### config.mk
export PLATFORM = sky130hd
export DESIGN_NAME = fetch_sequencer_flat
export DESIGN_NICKNAME = d
export VERILOG_FILES = /design/src/rtl/if_pkg.sv /design/src/rtl/fetch_sequencer_if.sv /design/src/rtl/fetch_queue.sv /design/src/rtl/fetch_sequencer.sv /design/src/flat_wrapper.sv
export SDC_FILE = /design/constraint.sdc
export NUM_CORES = 1
export LEC_CHECK = 0
export BUFFER_PORTS_ARGS = -buffer_cell sky130_fd_sc_hd__buf_2
export CAP_MARGIN = 10
export CORE_MARGIN = 4
export CORE_UTILIZATION = 40
export CTS_CLUSTER_SIZE = 20
export DETAILED_ROUTE_END_ITERATION = 10
export GPL_TIMING_DRIVEN = 0
export SLEW_MARGIN = 10
export SYNTH_ARGS = -nofsm -noshare
export SYNTH_HDL_FRONTEND = slang
export SYNTH_SLANG_ARGS = --single-unit
### constraint.sdc
create_clock -name clk -period 8.4 [get_ports clk]
set_input_delay 0.84 -clock clk [delete_from_list [all_inputs] [get_ports clk]]
set_output_delay 0.84 -clock clk [all_outputs]
set_load 0.02 [all_outputs]
### src/rtl/if_pkg.sv
// Shared types for the instruction-fetch stage: fetch FSM states and the
// prefetch queue entry layout.
package if_pkg;
  localparam int unsigned XLEN = 32;
  localparam logic [XLEN-1:0] NOP_INST = 32'h0;

  typedef enum logic [1:0] {
    ISSUE   = 2'd0,
    WAIT    = 2'd1,
    DISCARD = 2'd2
  } fetch_state_t;

  typedef struct packed {
    logic [XLEN-1:0] pc_plus4;
    logic [XLEN-1:0] inst;
  } if_entry_t;
endpackage

### src/rtl/fetch_sequencer_if.sv
// Instruction-memory request/ready handshake between the fetch sequencer
// (master) and the instruction memory (slave).
interface fetch_sequencer_if;
  logic        req;
  logic [31:0] addr;
  logic        ready;
  logic [31:0] data;

  modport master (output req, output addr, input ready, input data);
  modport slave  (input req, input addr, output ready, output data);
endinterface

### src/rtl/fetch_queue.sv
// Synchronous prefetch FIFO of QDEPTH entries; flush has priority over
// push/pop, and push+pop on a full queue keeps the entry count.
module fetch_queue
  import if_pkg::*;
#(
  parameter int unsigned QDEPTH = 2
) (
  input  logic      clk,
  input  logic      rst,
  input  logic      push,
  input  logic      pop,
  input  logic      flush,
  input  if_entry_t din,
  output logic      full,
  output logic      empty,
  output if_entry_t head
);
  localparam int unsigned AW = (QDEPTH > 1) ? $clog2(QDEPTH) : 1;

  if_entry_t       mem [QDEPTH];
  logic [AW-1:0]   rd_ptr;
  logic [AW-1:0]   wr_ptr;
  logic [AW:0]     count;
  logic            do_push;
  logic            do_pop;

  assign empty   = (count == '0);
  assign full    = (count == (AW+1)'(QDEPTH));
  assign do_pop  = pop & ~empty & ~flush;
  assign do_push = push & (~full | do_pop) & ~flush;
  assign head    = mem[rd_ptr];

  always_ff @(posedge clk) begin
    if (rst || flush) begin
      rd_ptr <= '0;
      wr_ptr <= '0;
      count  <= '0;
    end else begin
      if (do_push) wr_ptr <= wr_ptr + AW'(1);
      if (do_pop)  rd_ptr <= rd_ptr + AW'(1);
      count <= count + (AW+1)'(do_push) - (AW+1)'(do_pop);
    end
  end

  // Storage needs no reset; occupancy is tracked by count.
  always_ff @(posedge clk) begin
    if (do_push) mem[wr_ptr] <= din;
  end
endmodule

### src/rtl/fetch_sequencer.sv
// IF-stage fetch controller: owns the PC, runs the imem request/ready
// handshake and feeds the IF/ID register from a prefetch queue.
// Optional performance counters are built when IF_PERF_CNT_EN is defined.
module fetch_sequencer
  import if_pkg::*;
#(
  parameter int unsigned QDEPTH   = 2,
  parameter logic [31:0] RESET_PC = 32'h0
) (
  input  logic                      clk,
  input  logic                      rst,
  fetch_sequencer_if.master         imem,
  input  logic                      freeze,
  input  logic                      branch_taken,
  input  logic [31:0]               branch_addr,
  output logic                      if_valid,
  output logic [31:0]               if_inst,
  output logic [31:0]               if_pc,
  output logic [31:0]               fetch_cnt,
  output logic [31:0]               bubble_cnt
);
  fetch_state_t state;
  logic [31:0]  fetch_pc;
  logic [31:0]  held_addr;
  logic [31:0]  br_target;
  logic         q_full;
  logic         q_empty;
  if_entry_t    q_head;
  if_entry_t    q_din;
  logic         done;
  logic         push;
  logic         pop;

  assign br_target = branch_addr & ~32'h3;

  // Request is decoded from state and queue occupancy only, never from ready.
  assign imem.req  = ~rst & ((state != ISSUE) | ~q_full);
  assign imem.addr = (state == DISCARD) ? held_addr : fetch_pc;

  assign done  = imem.req & imem.ready;
  assign push  = done & (state != DISCARD) & ~branch_taken;
  assign pop   = ~q_empty & ~freeze & ~branch_taken;
  assign q_din = '{pc_plus4: fetch_pc + 32'd4, inst: imem.data};

  always_ff @(posedge clk) begin
    if (rst) begin
      state     <= ISSUE;
      fetch_pc  <= RESET_PC;
      held_addr <= RESET_PC;
    end else begin
      // Remember the presented address so a redirect can keep it on the bus.
      if (state != DISCARD) held_addr <= fetch_pc;
      if (branch_taken) begin
        fetch_pc <= br_target;
        state    <= (imem.req && !imem.ready) ? DISCARD : ISSUE;
      end else if (push) begin
        fetch_pc <= fetch_pc + 32'd4;
        state    <= ISSUE;
      end else if (done) begin
        state    <= ISSUE;
      end else if (imem.req && state == ISSUE) begin
        state    <= WAIT;
      end
    end
  end

  fetch_queue #(.QDEPTH(QDEPTH)) u_queue (
    .clk   (clk),
    .rst   (rst),
    .push  (push),
    .pop   (pop),
    .flush (branch_taken),
    .din   (q_din),
    .full  (q_full),
    .empty (q_empty),
    .head  (q_head)
  );

  assign if_valid = ~q_empty;
  assign if_inst  = q_empty ? NOP_INST : q_head.inst;
  assign if_pc    = q_empty ? 32'h0 : q_head.pc_plus4;

`ifdef IF_PERF_CNT_EN
  always_ff @(posedge clk) begin
    if (rst) begin
      fetch_cnt  <= '0;
      bubble_cnt <= '0;
    end else begin
      if (push)               fetch_cnt  <= fetch_cnt + 32'd1;
      if (q_empty && !freeze) bubble_cnt <= bubble_cnt + 32'd1;
    end
  end
`else
  assign fetch_cnt  = '0;
  assign bubble_cnt = '0;
`endif
endmodule

### src/flat_wrapper.sv
// flat-port wrapper written by rule: the top's interface ports become plain ports
module fetch_sequencer_flat import if_pkg::*;
#(
  parameter int unsigned QDEPTH   = 2,
  parameter logic [31:0] RESET_PC = 32'h0
)
  (clk, rst, freeze, branch_taken, branch_addr, if_valid, if_inst, if_pc, fetch_cnt, bubble_cnt, imem_req, imem_addr, imem_ready, imem_data);
  fetch_sequencer_if imem_i ();
  input  logic clk;
  input  logic rst;
  input  logic freeze;
  input  logic branch_taken;
  input  logic [31:0] branch_addr;
  output logic if_valid;
  output logic [31:0] if_inst;
  output logic [31:0] if_pc;
  output logic [31:0] fetch_cnt;
  output logic [31:0] bubble_cnt;
  output wire logic [$bits(imem_i.req)-1:0] imem_req;
  output wire logic [$bits(imem_i.addr)-1:0] imem_addr;
  input wire logic [$bits(imem_i.ready)-1:0] imem_ready;
  input wire logic [$bits(imem_i.data)-1:0] imem_data;
  assign imem_req = imem_i.req;
  assign imem_addr = imem_i.addr;
  assign imem_i.ready = imem_ready;
  assign imem_i.data = imem_data;
  fetch_sequencer #(.QDEPTH(QDEPTH), .RESET_PC(RESET_PC)) u_core (.clk(clk), .rst(rst), .imem(imem_i), .freeze(freeze), .branch_taken(branch_taken), .branch_addr(branch_addr), .if_valid(if_valid), .if_inst(if_inst), .if_pc(if_pc), .fetch_cnt(fetch_cnt), .bubble_cnt(bubble_cnt));
endmodule
==> results of run 1 <==
[worst register-to-register path: stages (launching register included)]
cell     delay (ns)
dfxtp_1        0.34
nor3b_1        0.21
nor3_2         0.60
buf_2          0.42
nand2_1        0.25
nor2_4         0.69
buf_16         0.25
buf_16         0.18
[final timing paths]
kind,from,end,slack (ns),cells after the start
worst max register to register,u_core.u_queue.count[1]$_SDFF_PP0_,u_core.u_queue.mem[0][13]$_DFFE_PP_,5.16,7
worst max-delay path,rst,u_core.u_queue.mem[0][13]$_DFFE_PP_,4.90,8
worst min-delay path,u_core.u_queue.rd_ptr$_SDFFE_PP0P_,flip-flop,0.52,2
worst min register to register,u_core.u_queue.rd_ptr$_SDFFE_PP0P_,flip-flop,0.52,2
[layout make-up]
type                            instances  area (um^2)  area share, %
Sequential cell                       191         5060           46.5
Multi-Input combinational cell        496         3190           29.3
Timing Repair Buffer                  164          940           8.63
Buffer                                112          686           6.30
Clock buffer                           18          429           3.94
Tap cell                              275          344           3.16
Clock inverter                         13          210           1.93
Inverter                                8         30.0          0.276
[sequential cells by signal (all words and copies together), names as in the netlist, named ones only]
name	count
u_core.u_queue.wr_ptr	1
u_core.fetch_pc	30
u_core.u_queue.mem	124
u_core.state	2
u_core.u_queue.count	2
u_core.u_queue.rd_ptr	1
u_core.held_addr	30
[where the power goes]
part           internal [uW]  leakage (uW)  switching (uW)
clock network            528      0.000303             342
logic                   84.1       0.00244             129
registers               1030       0.00169            16.8
[per-stage QoR]
step / cells / area [um^2]
6_report: 1277 / 10900
3_5_place_dp: 1245 / 10200
2_1_floorplan: 807 / 8950
3_3_place_gp: 1240 / 10100
5_1_grt: 1277 / 10900
4_1_cts: 1276 / 10900
[layer usage]
layer	vias up	wire [um]	GRT usage [%]
li1	2950	-	-
met2	173	9310	25.8
met4	0	223	4.42
met5	-	0	0
met3	17	1140	3.09
met1	2612	8670	21.4
[logic make-up after synthesis]
logic type                 share of synthesized area (%)
AOI/OAI and AO/OA                                   3.29
xor gates and xnor gates                            5.34
adders and majority gates                          0.431
buffers and inverters                               8.23
DFF                                                 58.2
muxes                                               10.6
other                                             0.0431
and+or+nand+nor                                     13.8
[layout by cell type, fill, tap and decap left out, types with 27 or more instances in the layout]
| cell | netlist | final |
|---|---|---|
| mux2_2 | 27 | 27 |
| nand2_1 | 31 | 31 |
| clkbuf_1 | 33 | 34 |
| dfxtp_1 | 67 | 67 |
| nor2_1 | 110 | 108 |
| mux2i_1 | 62 | 62 |
| buf_2 | 8 | 166 |
| xor2_1 | 34 | 34 |
| conb_1 | 1 | 68 |
| edfxtp_1 | 124 | 124 |
| nor2b_1 | 32 | 32 |
| buf_4 | 68 | 68 |
==> impl_metrics.ini, run 1 <==
[status]
status = finished, final reports clean

[worst_setup_path]
cp_top_family = simple AND/OR/NAND/NOR gates
crit_arrival_ns = 3.62
cpMaxStageDelayCell = nor2_4
end_kind = flip-flop
crit_chain = buf_2, nand2b_4, nor3_2, buf_2, nand2_1, nor2_4, buf_16, buf_16
slowest_delay_ns = 0.69
worstSetupPathType = in -> reg
crit_required_ns = 8.52
path_buf_inv = 4
startpoint_type = primary input
path_max_fanout = 26

[clocking]
ctsResizeCount = 0
clk_pin_slew_ns = 0.07
cts_sinks = 191
cts_hold_buf = 0
ctsRootBufferMaster = clkbuf_16
h-tree-depth = 4
postCtsSetupRepairBufs = 0
cts_tree = built
clk_latency_ns = 0.42
clk_path_buf_depth = 2
cts_made_buffers = 17

[floorplan]
die_h_um = 155
std_cell_rows = 53
dieArea_um2 = 24200
ioPinCount = 231
start_util_pct = 41.0
coreArea_um2 = 21200
fp.dieW_um = 155

[power_and_ir_drop]
vdd_drop_max_mv = 0.135
p_leak_uw = 0.00443
p_per_area_nw_per_um2 = 195
p_total_uw = 2130

[route]
avgViaCountPerCell = 4.50
drt.antenna.violating_nets = 0
drtIter0Drc = 308
vias = 5752
wl_per_cell_um = 15.1
drc = 0
drt_pre_antenna_iters = 4
drt-total-wl_um = 19300

[layout]
drive_above_1_share_pct = 30.9
fillers = 1967
final_core_util_pct = 51.3
antenna_cells = 0
syn_to_final_growth_pct = 25.2
final_nets = 1062

[global_route]
grt.total_usage_pct = 15.8
grt_pass1_wl_um = 29600
overflow = 0
antenna_found_initial = 0
grt_pass1_vias = 5366
grt_start_max_net_pins = 27

[place]
gp_congestion = 0.781
hpwl_um = 14600
io_buffers = 158
place_ws_ns = 4.44

[hold_path]
min_path_type = reg -> reg

[logic_synthesis]
syn_inst = 740
seq_area_frac_synth_pct = 58.2
synth-edff-count = 124
yosysTopAreaCell = edfxtp_1
ys_ff_latch = 191
synth_area_per_cell_um2 = 11.8
ys_warn_count = 0
synth_area_leaders = edfxtp_1, dfxtp_1, mux2i_1, buf_4, nor2_1
ys_types = 46
synthArstFlopShare_pct = 0
synth_most_common_cell = edfxtp_1
yosysTopAreaCellShare_pct = 42.8
syn_area_um2 = 8700
synthTopCellsByCount = edfxtp_1, nor2_1, buf_4
ys.flop_type = edfxtp_1

[sta]
fin_skew_ns = 0.00947
worst_pin_slew_ns = 0.979
slew_headroom_pct = 34.1
timing.hold.ws_ns = 0.521
finalSetupViolCount = 0
rsz0062_at_grt = false
slew_viol_final = 0
fin_ws_ns = 4.90
hold_viol_final = 0
fmax_mhz = 286
period_needed_ns = 3.50
setup_tns_ns = 0
post-route-period-util_pct = 41.6

[run]
maxCapViolations = 0
No activity file was read; power rests on OpenSTA's default activity.
==> run 2, diff against run 1 <==
--- a/config.mk
+++ b/config.mk
@@ -12,6 +12,7 @@
 export CTS_CLUSTER_SIZE = 20
 export DETAILED_ROUTE_END_ITERATION = 10
 export GPL_TIMING_DRIVEN = 0
+export PLACE_DENSITY = 0.66
 export SLEW_MARGIN = 10
 export SYNTH_ARGS = -nofsm -noshare
 export SYNTH_HDL_FRONTEND = slang
==> constraint.sdc (replaced) <==
create_clock -name clk -period 3.12 [get_ports clk]
set_input_delay 0.312 -clock clk [delete_from_list [all_inputs] [get_ports clk]]
set_output_delay 0.312 -clock clk [all_outputs]
set_load 0.02 [all_outputs]
==> impl_metrics.ini, run 2 (synthesis results as in run 1) <==
[status]
status = finished, final reports clean

[layout]
antenna_cells = 0
fillers = 1936
final_area_um2 = 10800
final_nets = 1063
final_core_util_pct = 50.8
most-common-layout-cells = buf_2, edfxtp_1, nor2_1
drive_above_1_share_pct = 31.0
regMostFlops = u_core.u_queue.mem
top_regs = u_core.u_queue.mem (124), u_core.fetch_pc (30), u_core.held_addr (30)
syn_to_final_growth_pct = 24.0
finalNonFillerCells = 1279
final_common_cell = buf_2
largest_reg_flops = 124

[route]
drtIter0Drc = 376
wl_per_cell_um = 15.5
drc = 0
avgViaCountPerCell = 4.59
drt_pre_antenna_iters = 6
drt.antenna.violating_nets = 0
drt-total-wl_um = 19800
vias = 5873

[worst_setup_path]
startpoint_type = flip-flop
crit_arrival_ns = 3.19
worstSetupPathType = reg -> reg
end_kind = flip-flop
path_max_fanout = 10
r2r_slack_ns = 0.23
crit_required_ns = 3.42

[sta]
fin_skew_ns = 0.00848
slew_headroom_pct = 41.4
fmax_mhz = 346
slew_viol_final = 0
period_needed_ns = 2.89
post-route-period-util_pct = 92.7
worst_pin_slew_ns = 0.871
fin_ws_ns = 0.228
rsz0062_at_grt = false
hold_viol_final = 0
finalSetupViolCount = 0

[clocking]
cts_made_buffers = 17
clk_path_buf_depth = 2
cts_tree = built
ctsRootBufferMaster = clkbuf_16
cts_hold_buf = 0
clk_latency_ns = 0.43
cts_sinks = 191
clk_pin_slew_ns = 0.07
h-tree-depth = 4

[place]
placed_area_um2 = 10200
gp_congestion = 0.816
hpwl_um = 14700
io_buffers = 158
dp_cells = 1244
place_ws_ns = -0.240

[floorplan]
start_util_pct = 41.0
coreArea_um2 = 21200
fp.dieW_um = 155
dieArea_um2 = 24200
std_cell_rows = 53
ioPinCount = 231
die_h_um = 155

[global_route]
grt_pass1_vias = 5792
grt_pass1_wl_um = 30400
antenna_found_initial = 0
grt_start_max_net_pins = 25
overflow = 0
grt.total_usage_pct = 16.2

[power_and_ir_drop]
vdd_drop_max_mv = 0.378
p_leak_uw = 0.00438
seqPwrFrac_pct = 51.6
clock_power_share_pct = 37.8
p_total_uw = 5450
swShare_pct = 24.4
p_per_area_nw_per_um2 = 506
pwr-share-comb_pct = 10.5
netSwitchingPower_uw = 1330
p_int_uw = 4120

[run]
maxCapViolations = 0

[hold_path]
min_path_type = in -> reg
-- run 2: cell type report --
class | count | area (um^2) | share of cell area, %
Clock inverter | 12 | 113 | 1.04
Tap cell | 275 | 344 | 3.19
Multi-Input combinational cell | 497 | 3200 | 29.7
Clock buffer | 20 | 447 | 4.14
Sequential cell | 191 | 5060 | 47.0
Timing Repair Buffer | 164 | 901 | 8.35
Inverter | 8 | 30.0 | 0.278
Buffer | 112 | 686 | 6.36
-- run 2: power groups by stage --
stage	logic (uW)	registers, uW	clock network, uW
6_report	574	2820	2060
5_1_grt	626	2820	2230
4_1_cts	574	2820	2120
3_5_place_dp	570	2870	0
3_3_place_gp	556	2870	0
2_1_floorplan	406	2860	0
-- run 2: per-stage QoR --
| step | hold slack (ns) | setup TNS (ns) |
|---|---|---|
| 6_report | 0.0750 | 0 |
| 5_1_grt | 0.0548 | 0 |
| 4_1_cts | 0.0519 | 0 |
| 3_5_place_dp | 0.504 | -6.11 |
| 3_3_place_gp | 0.495 | -220.06 |
| 2_1_floorplan | 0.389 | -40.57 |
-- run 2: path summary, 6_finish.rpt --
| check | startpoint | end | cells past startpoint |
|---|---|---|---|
| min | imem_data[3] | u_core.u_queue.mem[1][3]$_DFFE_PP_ | 1 |
| max | u_core.u_queue.count[1]$_SDFF_PP0_ | u_core.u_queue.count[1]$_SDFF_PP0_ | 10 |
| max reg2reg | u_core.u_queue.count[1]$_SDFF_PP0_ | u_core.u_queue.count[1]$_SDFF_PP0_ | 10 |
| min reg2reg | u_core.u_queue.rd_ptr$_SDFFE_PP0P_ | u_core.u_queue.rd_ptr$_SDFFE_PP0P_ | 2 |
-- run 2: repair_timing --
action / 4_1_cts / 5_1_grt
gates cloned: 1 / 0
buffers inserted: 0 / 2
setup endpoints to repair: 20 / 66
resized for setup: 0 / 1
pin swaps: 1 / 0
-- run 2: critical path, cell delays in order, from the launching register on --
cell     delay (ns)
dfxtp_1        0.40
nor3b_1        0.71
nor3_4         0.17
buf_2          0.28
nand2_1        0.31
ha_1           0.29
inv_1          0.06
ha_1           0.16
xor2_1         0.19
xnor2_1        0.14
nor2_1         0.05
-- run 2: metal layers --
layer | wire length, um | global-route usage (%)
met5 | 0 | 0
met4 | 191 | 4.42
met3 | 1220 | 3.37
met2 | 9950 | 28.8
met1 | 8440 | 19.8
==> run 3, diff against run 2 <==
--- a/config.mk
+++ b/config.mk
@@ -8,11 +8,11 @@
 export BUFFER_PORTS_ARGS = -buffer_cell sky130_fd_sc_hd__buf_2
 export CAP_MARGIN = 10
 export CORE_MARGIN = 4
-export CORE_UTILIZATION = 40
+export CORE_UTILIZATION = 23
 export CTS_CLUSTER_SIZE = 20
 export DETAILED_ROUTE_END_ITERATION = 10
 export GPL_TIMING_DRIVEN = 0
-export PLACE_DENSITY = 0.66
+export REMOVE_ABC_BUFFERS = 1
 export SLEW_MARGIN = 10
 export SYNTH_ARGS = -nofsm -noshare
 export SYNTH_HDL_FRONTEND = slang
==> impl_metrics.ini, run 3 (synthesis results as in run 1) <==
[status]
status = finished, final reports clean

[worst_setup_path]
worstSetupPathType = reg -> reg
startpoint_type = flip-flop
crit_required_ns = 3.46
path_buf_inv = 0
end_kind = flip-flop
crit_arrival_ns = 3.01
slowest_delay_ns = 0.54
crit_chain = ha_1, nand3_2, nor4_2, nand4b_1, or3_1, a311oi_1
cpMaxStageDelayCell = nor4_2
cp_top_family = simple AND/OR/NAND/NOR gates
path_max_fanout = 11

[layout]
final_nets = 955
syn_to_final_growth_pct = 20.6
fillers = 3874
largest_reg_flops = 124
regMostFlops = u_core.u_queue.mem
final_common_cell = buf_2
top_regs = u_core.u_queue.mem (124), u_core.fetch_pc (30), u_core.held_addr (30)
drive_above_1_share_pct = 27.2
most-common-layout-cells = buf_2, edfxtp_1, nor2_1
antenna_cells = 0

[route]
drtIter0Drc = 257
drt-total-wl_um = 21900
drt_pre_antenna_iters = 4
avgViaCountPerCell = 3.97
drt.antenna.violating_nets = 0
drc = 0
vias = 5558
wl_per_cell_um = 15.6

[power_and_ir_drop]
netSwitchingPower_uw = 1410
pwr-share-comb_pct = 9.1
p_per_area_nw_per_um2 = 514
swShare_pct = 26.2
clock_power_share_pct = 38.4
p_leak_uw = 0.00398
seqPwrFrac_pct = 52.5
vdd_drop_max_mv = 0.290
p_total_uw = 5400
p_int_uw = 3980

[sta]
slew_headroom_pct = 35.5
post-route-period-util_pct = 85.5
worst_pin_slew_ns = 0.958
finalSetupViolCount = 0
hold_viol_final = 0
fmax_mhz = 375
fin_skew_ns = 0.0119
period_needed_ns = 2.67
fin_ws_ns = 0.451
slew_viol_final = 0
rsz0062_at_grt = false

[clocking]
cts_sinks = 191
clk_latency_ns = 0.44
cts_made_buffers = 17
clk_path_buf_depth = 2
cts_hold_buf = 0
postCtsSetupRepairBufs = 0
cts_tree = built
h-tree-depth = 4
clk_pin_slew_ns = 0.08
ctsResizeCount = 0
ctsRootBufferMaster = clkbuf_16

[floorplan]
coreArea_um2 = 37000
die_h_um = 203
start_util_pct = 23.5
dieArea_um2 = 41000
fp.dieW_um = 203
ioPinCount = 231
std_cell_rows = 70

[place]
io_buffers = 160
hpwl_um = 15500
place_ws_ns = -0.188
gp_congestion = 0.708

[run]
maxCapViolations = 0

[hold_path]
min_path_type = in -> reg

[global_route]
overflow = 0
grt.total_usage_pct = 10.5
antenna_found_initial = 2
grt_pass1_wl_um = 33000
grt_start_max_net_pins = 63
grt_pass1_vias = 5531
-- run 3: cell types whose count changed in the layout (fill, tap and decap cells not counted), sizes merged, moves of 2 or more --
cell,previous run,this run
inv,10,13
clkinv,6,8
clkbuf,53,17
buf,243,169
-- run 3: path summary, 6_finish.rpt --
kind | start | cells after the start | slack (ns) | endpoint
hold / removal | imem_data[13] | 1 | 0.07 | u_core.u_queue.mem[1][13]$_DFFE_PP_
setup / recovery | u_core.fetch_pc[3]$_SDFFE_PP0P_ | 6 | 0.45 | u_core.fetch_pc[22]$_SDFFE_PP0P_
hold reg to reg | u_core.u_queue.rd_ptr$_SDFFE_PP0P_ | 2 | 0.52 | flip-flop
setup reg to reg | u_core.fetch_pc[3]$_SDFFE_PP0P_ | 6 | 0.45 | u_core.fetch_pc[22]$_SDFFE_PP0P_
-- run 3: stage by stage --
stage,hold slack (ns),setup TNS [ns],cells,cell area [um^2],utilization (%)
after global placement,0.497,-905.44,1359,9700,26.2
after detailed placement,0.504,-16.41,1368,9930,26.9
after global routing,0.0362,0,1400,10500,28.4
final,0.0660,0,1400,10500,28.4
after floorplan,0.381,-232.41,695,8270,-
after CTS,0.0312,0,1400,10500,28.4
-- run 3: power groups by stage --
stage | sequential, uW | combinational, uW | clock (uW)
global placement | 2890 | 478 | 0
floorplan | 2870 | 309 | 0
finish | 2830 | 492 | 2070
detailed placement | 2890 | 499 | 0
global route | 2840 | 543 | 2260
CTS | 2830 | 501 | 2170
-- run 3: worst reg2reg max path, stage by stage, from the launching register on --
cell	delay, ns
dfxtp_1	0.41
ha_1	0.25
nand3_2	0.17
nor4_2	0.54
nand4b_1	0.48
or3_1	0.46
a311oi_1	0.27
-- run 3: cell type report --
| class | count | area (um^2) | share of cell area [%] |
|---|---|---|---|
| sequential | 191 | 5070 | 48.3 |
| tap | 504 | 631 | 6.01 |
| inverter | 8 | 31.3 | 0.298 |
| multi-input combinational | 496 | 3210 | 30.6 |
| timing repair buffer | 169 | 993 | 9.47 |
| clock inverter | 15 | 133 | 1.26 |
| clock buffer | 17 | 425 | 4.06 |
-- run 3: per-layer routing --
metal	track usage [%]	share of wire, %	up-vias
met5	0	0.13	-
met4	3.54	1.8	4
met3	3.23	6.1	26
met2	17.4	48	124
met1	13.0	44	2669
li1	-	-	2735
